### config.mk
export PLATFORM = sky130hd
export DESIGN_NAME = instr_encoder_loader_flat
export DESIGN_NICKNAME = d
export VERILOG_FILES = /design/src/rtl/instr_encoder_loader_if.sv /design/src/rtl/instr_encoder_loader.sv /design/src/flat_wrapper.sv
export SDC_FILE = /design/constraint.sdc
export NUM_CORES = 1
export LEC_CHECK = 0
export ABC_AREA = 0
export ABC_CLOCK_PERIOD_IN_PS = 2400
export BUFFER_PORTS_ARGS = -buffer_cell sky130_fd_sc_hd__buf_2
export CAP_MARGIN = 15
export CORE_ASPECT_RATIO = 0.7
export CORE_UTILIZATION = 40
export DETAILED_ROUTE_END_ITERATION = 8
export PLACE_DENSITY = 0.66
export SLEW_MARGIN = 20
export SYNTH_ARGS = -nofsm -noshare
export SYNTH_HDL_FRONTEND = slang
export SYNTH_SLANG_ARGS = --single-unit
### constraint.sdc
create_clock -name i_clk -period 2.4 [get_ports i_clk]
set_clock_uncertainty 0.15 [all_clocks]
set_input_delay 0.36 -clock i_clk [delete_from_list [all_inputs] [get_ports i_clk]]
set_output_delay 0.36 -clock i_clk [all_outputs]
set_load 0.005 [all_outputs]
### src/rtl/instr_encoder_loader_if.sv
// Field-bundle handshake, session control and IMEM write bus of the instruction loader.
// The master drives the bundle and session pulses; the slave encodes bundles and writes IMEM.
interface instr_encoder_loader_if #(
  parameter int unsigned DEPTH_LOG2 = 8
);
  logic                  i_start;
  logic                  i_stop;
  logic                  i_in_valid;
  logic                  o_in_ready;
  logic [1:0]            i_fmt;
  logic [6:0]            i_opcode;
  logic [2:0]            i_funct3;
  logic [6:0]            i_funct7;
  logic [4:0]            i_rd;
  logic [4:0]            i_rs1;
  logic [4:0]            i_rs2;
  logic [12:0]           i_imm;
  logic                  o_mem_we;
  logic [31:0]           o_mem_addr;
  logic [31:0]           o_mem_wdata;
  logic [DEPTH_LOG2:0]   o_count;
  logic                  o_full;
  logic                  o_err;
  logic                  o_busy;

  modport master (
    output i_start, i_stop, i_in_valid, i_fmt, i_opcode, i_funct3, i_funct7,
           i_rd, i_rs1, i_rs2, i_imm,
    input  o_in_ready, o_mem_we, o_mem_addr, o_mem_wdata, o_count, o_full, o_err, o_busy
  );

  modport slave (
    input  i_start, i_stop, i_in_valid, i_fmt, i_opcode, i_funct3, i_funct7,
           i_rd, i_rs1, i_rs2, i_imm,
    output o_in_ready, o_mem_we, o_mem_addr, o_mem_wdata, o_count, o_full, o_err, o_busy
  );
endinterface

### src/rtl/instr_encoder_loader.sv
// Program loader: checks RISC-V field bundles, encodes them as RV32I R/I/S/B words and
// writes them sequentially into IMEM through a two-stage capture/encode pipeline.
module instr_encoder_loader #(
  parameter int unsigned DEPTH_LOG2 = 8,
  parameter logic [31:0] BASE_ADDR  = 32'h0000_0000
) (
  input logic                   i_clk,
  input logic                   i_rst_n,
  instr_encoder_loader_if.slave bus
);

  localparam int unsigned CW  = DEPTH_LOG2 + 1;
  localparam int unsigned Cap = 1 << DEPTH_LOG2;
  localparam logic [CW-1:0] CapVal = CW'(Cap);

  localparam logic [6:0] OpR     = 7'b0110011;
  localparam logic [6:0] OpLoad  = 7'b0000011;
  localparam logic [6:0] OpImm   = 7'b0010011;
  localparam logic [6:0] OpStore = 7'b0100011;
  localparam logic [6:0] OpBr    = 7'b1100011;

  typedef enum logic [1:0] {StIdle, StLoad, StDrain, StFull} state_e;

  state_e r_state, w_state_d;

  logic        r_s1_valid, r_s1_legal;
  logic [1:0]  r_s1_fmt;
  logic [6:0]  r_s1_opcode;
  logic [2:0]  r_s1_funct3;
  logic [6:0]  r_s1_funct7;
  logic [4:0]  r_s1_rd, r_s1_rs1, r_s1_rs2;
  logic [12:0] r_s1_imm;

  logic          r_s2_valid;
  logic [31:0]   r_wdata;
  logic [31:0]   r_addr;
  logic [CW-1:0] r_count, w_count_d;
  logic          r_err;

  logic          w_in_ready, w_accept, w_legal, w_s2_load;
  logic [31:0]   w_enc, w_idx, w_addr_next;
  logic [CW:0]   w_pending;

  assign w_accept  = bus.i_in_valid & w_in_ready;
  assign w_s2_load = r_s1_valid & r_s1_legal & ~bus.i_start;

  // Words already committed to the pipeline count against capacity so it never overfills.
  assign w_pending = {1'b0, r_count} + (CW+1)'(r_s1_valid & r_s1_legal) + (CW+1)'(r_s2_valid);

  // The word leaving stage 2 this cycle is not yet reflected in r_count.
  assign w_idx       = 32'(r_count) + 32'(r_s2_valid);
  assign w_addr_next = BASE_ADDR + (w_idx << 2);

  always_comb begin
    w_legal = 1'b0;
    case (bus.i_fmt)
      2'b00:   w_legal = (bus.i_opcode == OpR);
      2'b01:   w_legal = (bus.i_opcode == OpLoad) || (bus.i_opcode == OpImm);
      2'b10:   w_legal = (bus.i_opcode == OpStore);
      default: w_legal = (bus.i_opcode == OpBr) && !bus.i_imm[0];
    endcase
  end

  always_comb begin
    w_enc = 32'h0;
    case (r_s1_fmt)
      2'b00:   w_enc = {r_s1_funct7, r_s1_rs2, r_s1_rs1, r_s1_funct3, r_s1_rd, r_s1_opcode};
      2'b01:   w_enc = {r_s1_imm[11:0], r_s1_rs1, r_s1_funct3, r_s1_rd, r_s1_opcode};
      2'b10:   w_enc = {r_s1_imm[11:5], r_s1_rs2, r_s1_rs1, r_s1_funct3, r_s1_imm[4:0],
                        r_s1_opcode};
      default: w_enc = {r_s1_imm[12], r_s1_imm[10:5], r_s1_rs2, r_s1_rs1, r_s1_funct3,
                        r_s1_imm[4:1], r_s1_imm[11], r_s1_opcode};
    endcase
  end

  always_comb begin
    w_count_d = r_count;
    if (bus.i_start) begin
      w_count_d = '0;
    end else if (r_s2_valid && (r_count != CapVal)) begin
      w_count_d = r_count + 1'b1;
    end
  end

  always_comb begin
    w_state_d  = r_state;
    w_in_ready = 1'b0;
    unique case (r_state)
      StIdle: begin
        if (bus.i_start) w_state_d = StLoad;
      end
      StLoad: begin
        w_in_ready = (w_pending < (CW+1)'(Cap));
        if (bus.i_start)               w_state_d = StLoad;
        else if (bus.i_stop)           w_state_d = StDrain;
        else if (w_count_d == CapVal)  w_state_d = StFull;
      end
      StDrain: begin
        if (bus.i_start)                     w_state_d = StLoad;
        else if (!r_s1_valid && !r_s2_valid) w_state_d = StIdle;
      end
      StFull: begin
        if (bus.i_start)     w_state_d = StLoad;
        else if (bus.i_stop) w_state_d = StIdle;
      end
      default: w_state_d = StIdle;
    endcase
  end

  always_ff @(posedge i_clk or negedge i_rst_n) begin
    if (!i_rst_n) begin
      r_state <= StIdle;
      r_count <= '0;
      r_err   <= 1'b0;
    end else begin
      r_state <= w_state_d;
      r_count <= w_count_d;
      if (bus.i_start) begin
        r_err <= 1'b0;
      end else if (r_s1_valid && !r_s1_legal) begin
        r_err <= 1'b1;
      end
    end
  end

  // Stage 1: capture the bundle together with its legality verdict.
  always_ff @(posedge i_clk or negedge i_rst_n) begin
    if (!i_rst_n) begin
      r_s1_valid  <= 1'b0;
      r_s1_legal  <= 1'b0;
      r_s1_fmt    <= '0;
      r_s1_opcode <= '0;
      r_s1_funct3 <= '0;
      r_s1_funct7 <= '0;
      r_s1_rd     <= '0;
      r_s1_rs1    <= '0;
      r_s1_rs2    <= '0;
      r_s1_imm    <= '0;
    end else begin
      r_s1_valid <= w_accept & ~bus.i_start;
      if (w_accept) begin
        r_s1_legal  <= w_legal;
        r_s1_fmt    <= bus.i_fmt;
        r_s1_opcode <= bus.i_opcode;
        r_s1_funct3 <= bus.i_funct3;
        r_s1_funct7 <= bus.i_funct7;
        r_s1_rd     <= bus.i_rd;
        r_s1_rs1    <= bus.i_rs1;
        r_s1_rs2    <= bus.i_rs2;
        r_s1_imm    <= bus.i_imm;
      end
    end
  end

  // Stage 2: the registered word drives the IMEM write bus for exactly one cycle.
  always_ff @(posedge i_clk or negedge i_rst_n) begin
    if (!i_rst_n) begin
      r_s2_valid <= 1'b0;
      r_wdata    <= '0;
      r_addr     <= BASE_ADDR;
    end else if (bus.i_start) begin
      r_s2_valid <= 1'b0;
      r_addr     <= BASE_ADDR;
    end else begin
      r_s2_valid <= w_s2_load;
      if (w_s2_load) begin
        r_wdata <= w_enc;
        r_addr  <= w_addr_next;
      end
    end
  end

  assign bus.o_in_ready  = w_in_ready;
  assign bus.o_mem_we    = r_s2_valid;
  assign bus.o_mem_addr  = r_addr;
  assign bus.o_mem_wdata = r_wdata;
  assign bus.o_count     = r_count;
  assign bus.o_full      = (r_count == CapVal);
  assign bus.o_err       = r_err;
  assign bus.o_busy      = (r_state != StIdle) || r_s1_valid || r_s2_valid;

endmodule
### src/flat_wrapper.sv
// flat-port wrapper written by rule: the top's interface ports become plain ports
module instr_encoder_loader_flat 
#(
  parameter int unsigned DEPTH_LOG2 = 8,
  parameter logic [31:0] BASE_ADDR  = 32'h0000_0000
)
  (i_clk, i_rst_n, bus_i_start, bus_i_stop, bus_i_in_valid, bus_i_fmt, bus_i_opcode, bus_i_funct3, bus_i_funct7, bus_i_rd, bus_i_rs1, bus_i_rs2, bus_i_imm, bus_o_in_ready, bus_o_mem_we, bus_o_mem_addr, bus_o_mem_wdata, bus_o_count, bus_o_full, bus_o_err, bus_o_busy);
  instr_encoder_loader_if #(.DEPTH_LOG2(DEPTH_LOG2)) bus_i ();
  input logic i_clk;
  input logic i_rst_n;
  input wire logic [$bits(bus_i.i_start)-1:0] bus_i_start;
  input wire logic [$bits(bus_i.i_stop)-1:0] bus_i_stop;
  input wire logic [$bits(bus_i.i_in_valid)-1:0] bus_i_in_valid;
  input wire logic [$bits(bus_i.i_fmt)-1:0] bus_i_fmt;
  input wire logic [$bits(bus_i.i_opcode)-1:0] bus_i_opcode;
  input wire logic [$bits(bus_i.i_funct3)-1:0] bus_i_funct3;
  input wire logic [$bits(bus_i.i_funct7)-1:0] bus_i_funct7;
  input wire logic [$bits(bus_i.i_rd)-1:0] bus_i_rd;
  input wire logic [$bits(bus_i.i_rs1)-1:0] bus_i_rs1;
  input wire logic [$bits(bus_i.i_rs2)-1:0] bus_i_rs2;
  input wire logic [$bits(bus_i.i_imm)-1:0] bus_i_imm;
  output wire logic [$bits(bus_i.o_in_ready)-1:0] bus_o_in_ready;
  output wire logic [$bits(bus_i.o_mem_we)-1:0] bus_o_mem_we;
  output wire logic [$bits(bus_i.o_mem_addr)-1:0] bus_o_mem_addr;
  output wire logic [$bits(bus_i.o_mem_wdata)-1:0] bus_o_mem_wdata;
  output wire logic [$bits(bus_i.o_count)-1:0] bus_o_count;
  output wire logic [$bits(bus_i.o_full)-1:0] bus_o_full;
  output wire logic [$bits(bus_i.o_err)-1:0] bus_o_err;
  output wire logic [$bits(bus_i.o_busy)-1:0] bus_o_busy;
  assign bus_i.i_start = bus_i_start;
  assign bus_i.i_stop = bus_i_stop;
  assign bus_i.i_in_valid = bus_i_in_valid;
  assign bus_i.i_fmt = bus_i_fmt;
  assign bus_i.i_opcode = bus_i_opcode;
  assign bus_i.i_funct3 = bus_i_funct3;
  assign bus_i.i_funct7 = bus_i_funct7;
  assign bus_i.i_rd = bus_i_rd;
  assign bus_i.i_rs1 = bus_i_rs1;
  assign bus_i.i_rs2 = bus_i_rs2;
  assign bus_i.i_imm = bus_i_imm;
  assign bus_o_in_ready = bus_i.o_in_ready;
  assign bus_o_mem_we = bus_i.o_mem_we;
  assign bus_o_mem_addr = bus_i.o_mem_addr;
  assign bus_o_mem_wdata = bus_i.o_mem_wdata;
  assign bus_o_count = bus_i.o_count;
  assign bus_o_full = bus_i.o_full;
  assign bus_o_err = bus_i.o_err;
  assign bus_o_busy = bus_i.o_busy;
  instr_encoder_loader #(.DEPTH_LOG2(DEPTH_LOG2), .BASE_ADDR(BASE_ADDR)) u_core (.i_clk(i_clk), .i_rst_n(i_rst_n), .bus(bus_i));
endmodule
# ---- Word level (Yosys, flattened, before mapping)
# Index checks and enable logic that the tools add are counted.
dict set report classes {
  add_sub_neg 4
  magnitude_cmp 1
  n_eq_ne 19
  mux 19
  bitwise_logic 6
  n_reduce_logical 19
}
# cell n
set op_table {}
lappend op_table {{$pmux 32 s3} 1}
lappend op_table {{$mux 32} 2}
lappend op_table {{$eq 9x9->1 const B} 2}
lappend op_table {{$mux 9} 2}
lappend op_table {{$mux 2} 8}
lappend op_table {{$eq 7x6->1 const B} 2}
lappend op_table {{$add 10x1->10} 1}
lappend op_table {{$add 9x1->10} 1}
lappend op_table {{$add 9x10->10} 1}
lappend op_table {{$lt 10x9->1 const B} 1}
lappend op_table {{$add 9x1->9 const B} 1}
lappend op_table {{$ne 9x9->1 const B} 1}
lappend op_table {{$eq 2x2->1 const B} 4}
lappend op_table {{$pmux 2 s4} 1}
lappend op_table {{$eq 7x2->1 const B} 1}
lappend op_table {{$eq 7x5->1 const B} 1}
lappend op_table {{$eq 7x7->1 const B} 1}
lappend op_table {{$eq 2x1->1 const B} 3}
lappend op_table {{$logic_not 2->1} 3}
lappend op_table {{$reduce_bool 2->1} 3}
lappend op_table {{$and 1x1->1} 5}
lappend op_table {{$logic_and 1x1->1} 4}
lappend op_table {{$logic_not 1->1} 4}
lappend op_table {{$mux 1} 4}
lappend op_table {{9 further kinds} 11}
dict set report word_totals {
  regBits 126
  out_inout_bits 78
}

# ---- Logic depth before layout (Yosys ltp)
dict set report depth {
  word_depth 9
  mapped_depth 9
  mapped_depth_nobuf 7
}

# ---- Least setup slack after synthesis
# Ideal clock, no wire load.
dict set report synth_path {
  kind {register to register}
  start {register u_core.r_s1_valid}
  end {register u_core.r_s1_imm[10]}
  setup_ps 128
  arrival_time_ps 2175
  setup_slack_ps -53
  path_stages_with_launch 9
  period_less_slack_ps 2453
  cell_sequence {dfrtp_1 nand2_1 clkinv_1 clkbuf_1 ha_1 a21oi_1 o311ai_4 buf_2 mux2_1}
}
dict set report synth_via {
  elab_chain_cells 6
}
# element line_no
set synth_lines {}
lappend synth_lines {{start: declaration} instr_encoder_loader.sv:26} ;# logic r_s1_valid, r_s1_legal;
lappend synth_lines {{start signal: assignment} instr_encoder_loader.sv:140} ;# r_s1_valid <= w_accept & ~bus.i_start;
lappend synth_lines {{$and 1x1->1} instr_encoder_loader.sv:48} ;# assign w_pending = {1'b0, r_count} + (CW+1)'(r_s1_valid & r_s1_legal) + (CW+1)'(r_s2_valid);
lappend synth_lines {{$add 9x10->10} instr_encoder_loader.sv:48}
lappend synth_lines {{$add 10x1->10} instr_encoder_loader.sv:48}
lappend synth_lines {{$lt 10x9->1} instr_encoder_loader.sv:93} ;# w_in_ready = (w_pending < (CW+1)'(Cap));
lappend synth_lines {{$mux 1} instr_encoder_loader.sv:88} ;# unique case (r_state)
lappend synth_lines {{$and 1x1->1} instr_encoder_loader.sv:44} ;# assign w_accept = bus.i_in_valid & w_in_ready;
lappend synth_lines {{end signal: assignment} instr_encoder_loader.sv:150} ;# r_s1_imm <= bus.i_imm;
lappend synth_lines {{end: declaration} instr_encoder_loader.sv:32} ;# logic [12:0] r_s1_imm;
# No other way between the ends.
# A chain may end at the register's enable or synchronous reset.

# ---- Worst setup path in the final report
dict set report layout_path {
  start {register u_core.r_count[6] (netlist: u_core.bus.o_count[6])}
  end {output port bus_o_full}
}
dict set report layout_via {
  elab_chain_cells 1
}
# element line_no
set layout_lines {}
lappend layout_lines {{start: declaration} instr_encoder_loader.sv:37} ;# logic [CW-1:0] r_count, w_count_d;
lappend layout_lines {{start signal: assignment} instr_encoder_loader.sv:117} ;# r_count <= w_count_d;
lappend layout_lines {{$eq 9x9->1} instr_encoder_loader.sv:178} ;# assign bus.o_full = (r_count == CapVal);
lappend layout_lines {{end: declaration} flat_wrapper.sv:27} ;# output wire logic [$bits(bus_i.o_full)-1:0] bus_o_full;
# No other way between the ends.

==> run metrics <==
run status=finished, violations left; failing checks=setup timing; Critical Path AT=1.95 ns; Die Wd=132.6 µm; Clock Tree Root=clkbuf_16; Final min period=2.456 ns; I/O Buffers=107; Syn. warnings=0; initial cell density of the core=42.17%; Routed WL per cell=14.76 µm; initial antenna violation count=0; Seq cells post-synth=104; number of max-cap violations=0; Critical Path End Type=output pin; Ant. Diodes=0; Fill cells=1,070; fin util=51.49%; leakage=0.002903 µW; Worst VDD drop=0.3245 mV; die height=93.45 µm; placement row count=32; Crit Path Class=flip-flop to output pin; Mapped Area=0.004778 mm²; drt initial violations=165; ys async rst share=100.0%; final WL=10,410 µm; die area=0.01239 mm²; share of post-route cells with drive strength above 1=28.44%; max-slew violations=0; Syn-to-layout area delta=22.10%; PD cells=684.8 mW/mm²; vias in the first global route=3,373; number of I/O pins=130; Synth Flop Type=dfrtp_1; grt total ovfl=0; CTS tree=yes; via density per instance=4.960; f_max=407.2 MHz; post-synthesis sequential area ratio=54.46%; global-route wire length before repair=17,240 µm; DR vias=3,497; Min-Delay Path Class=primary input to flip-flop; Worst EP required=1.89 ns; final setup margin=-0.05601 ns; Cells after Synth=434; Final Hold Viols=0; fin nets=605; Core Box Area=0.01133 mm²; Tcrit/Tclk final=102.3%; DRT antenna net count=0; Synth Area per Inst=11.01 µm²; RePlAce Congestion=0.8023; Clock Latency Late Sink=0.34 ns; worst-path maximum fanout=4; Worst Tran Pin Value=0.6524 ns; Synth cell types=47; cts bufs inserted=9; clock sinks=104; RSZ-0062 raised after global routing=true; Clk pin slew, worst setup/hold paths=0.07 ns; HPWL after detailed placement=7510 µm; remaining routing DRC violations=0; Max-Slew Margin vs Limit=56.42%; H-Tree Level Count=3; largest net degree at the start of global routing=48; setup violation total in the final timing report=1; First-pass DRT Iterations=4; EDFF count, synth=0; worst-case clock buffer depth=2; Worst Setup Start Kind=flip-flop; All-Layer GR Usage=18.01%; Place WS=0.06377 ns
-- timing repair --
action                                 4_1_cts  5_1_grt
gates resized for setup                      4        3
setup endpoints to repair                    1        5
hold buffers                                 1        0
setup buffers                                1        1
gates cloned                                 0        0
pin swaps                                    0        0
endpoints found under the hold margin       26        0
-- sequential cells by signal, indices dropped and copies added (netlist names), 7 cells and up --
signal,count
u_core.bus.o_mem_wdata,32
u_core.r_s1_imm,13
u_core.bus.o_mem_addr,10
u_core.bus.o_count,9
u_core.r_s1_funct7,7
u_core.r_s1_opcode,7
-- power by group --
part / total (µW) / internal (µW) / switching, µW
Sequential: 2050 / 1930 / 118
Clock: 1500 / 864 / 636
Combinational: 449 / 240 / 209
-- critical path, cell delays in order, from the launching register on --
cell and delay (ns):
dfrtp_2 0.41, or4_4 0.56, or4_4 0.47, inv_2 0.07, buf_2 0.10
-- path summary, 6_finish.rpt --
path	depth (start not counted)	end	startpoint	slack (ns)
max reg2reg	5	u_core.r_state[1]	u_core.bus.o_count[6]	0.11
min in group asynchronous	2	u_core.bus.o_mem_wdata[13]	i_rst_n	0.33
max	4	bus_o_full	u_core.bus.o_count[6]	-0.06
min	2	u_core.r_s1_imm[5]	bus_i_imm[5]	0.07
min reg2reg	2	u_core.bus.o_mem_wdata[4]	u_core.r_s1_opcode[4]	0.32
max in group asynchronous	3	u_core.r_s1_rs2[3]	i_rst_n	1.10
-- per-stage QoR --
stage / instance area (µm²) / power [µW] / setup TNS (ns) / std cells / hold WS, ns
floorplan: 4861 / 2362 / 0 / 455 / -0.08559
global placement: 5490 / 2508 / 0 / 687 / 0.1622
detailed placement: 5490 / 2535 / 0 / 687 / 0.1646
CTS: 5817 / 4044 / -0.07020 / 704 / 0.06094
global route: 5834 / 4187 / -0.1158 / 705 / 0.05813
finish: 5834 / 3995 / -0.05601 / 705 / 0.07242
-- placed cells by master, fill, tap and decap left out, types with 4 or more instances in the layout --
master,count
mux2i_1,18
clkbuf_16,9
buf_4,17
or3_1,7
conb_1,22
xnor2_1,7
ha_1,5
dfrtp_1,101
nor2_1,25
buf_12,4
nand4_1,4
a311oi_1,4
o21ai_0,28
nand3_1,4
buf_2,106
a21oi_1,7
nand2_1,83
mux2_1,45
inv_1,7
-- cell type report --
class	count	area (µm²)	area share (%)
inverter	9	33.78	0.5790
sequential	104	2606	44.67
tap	153	191.4	3.281
clock buffer	11	252.7	4.332
multi-input combinational	296	1949	33.41
clock inverter	4	52.55	0.9007
timing repair buffer	128	748.2	12.82
-- metal layers --
metal  vias to the layer above  routed length [µm]  GRT usage [%]
met1                      1702                5046          25.76
li1                       1667                   -              -
met5                         -                   0              0
met4                         0                 113          5.651
met3                        12                 745          5.474
met2                       116                4500          25.96
-- synthesized netlist by cell type, types with 2 or more instances --
| cell | instances | area (µm²) |
|---|---|---|
| a211oi_1 | 3 | 22.52 |
| a21oi_1 | 8 | 40.04 |
| a311oi_1 | 4 | 35.03 |
| buf_2 | 5 | 25.02 |
| buf_4 | 26 | 195.2 |
| clkbuf_1 | 14 | 52.55 |
| dfrtp_1 | 104 | 2603 |
| ha_1 | 5 | 62.56 |
| inv_1 | 8 | 30.03 |
| mux2_1 | 45 | 506.7 |
| mux2_2 | 2 | 22.52 |
| mux2i_1 | 18 | 180.2 |
| nand2_1 | 83 | 311.6 |
| nand3_1 | 4 | 20.02 |
| nand4_1 | 4 | 25.02 |
| nor2_1 | 25 | 93.84 |
| nor2b_1 | 2 | 12.51 |
| nor3_1 | 3 | 15.01 |
| o21ai_0 | 28 | 140.1 |
| or3_1 | 7 | 43.79 |
| or4_4 | 2 | 22.52 |
| xnor2_1 | 7 | 61.31 |
| xor2_1 | 3 | 26.28 |
-- cells by family (layout without fill, tap and decap cells) --
group,after synthesis,after routing,share of synthesized area [%]
fa+ha+maj,5,5,1.309
buf+inv,55,152,6.651
mux,65,65,14.85
flops,104,104,54.46
xor+xnor,10,10,1.833
other cells,1,22,0.07848
compound gates,55,55,7.960
simple gates,139,139,12.86
Note: power is estimated with default switching activity, not from simulation.
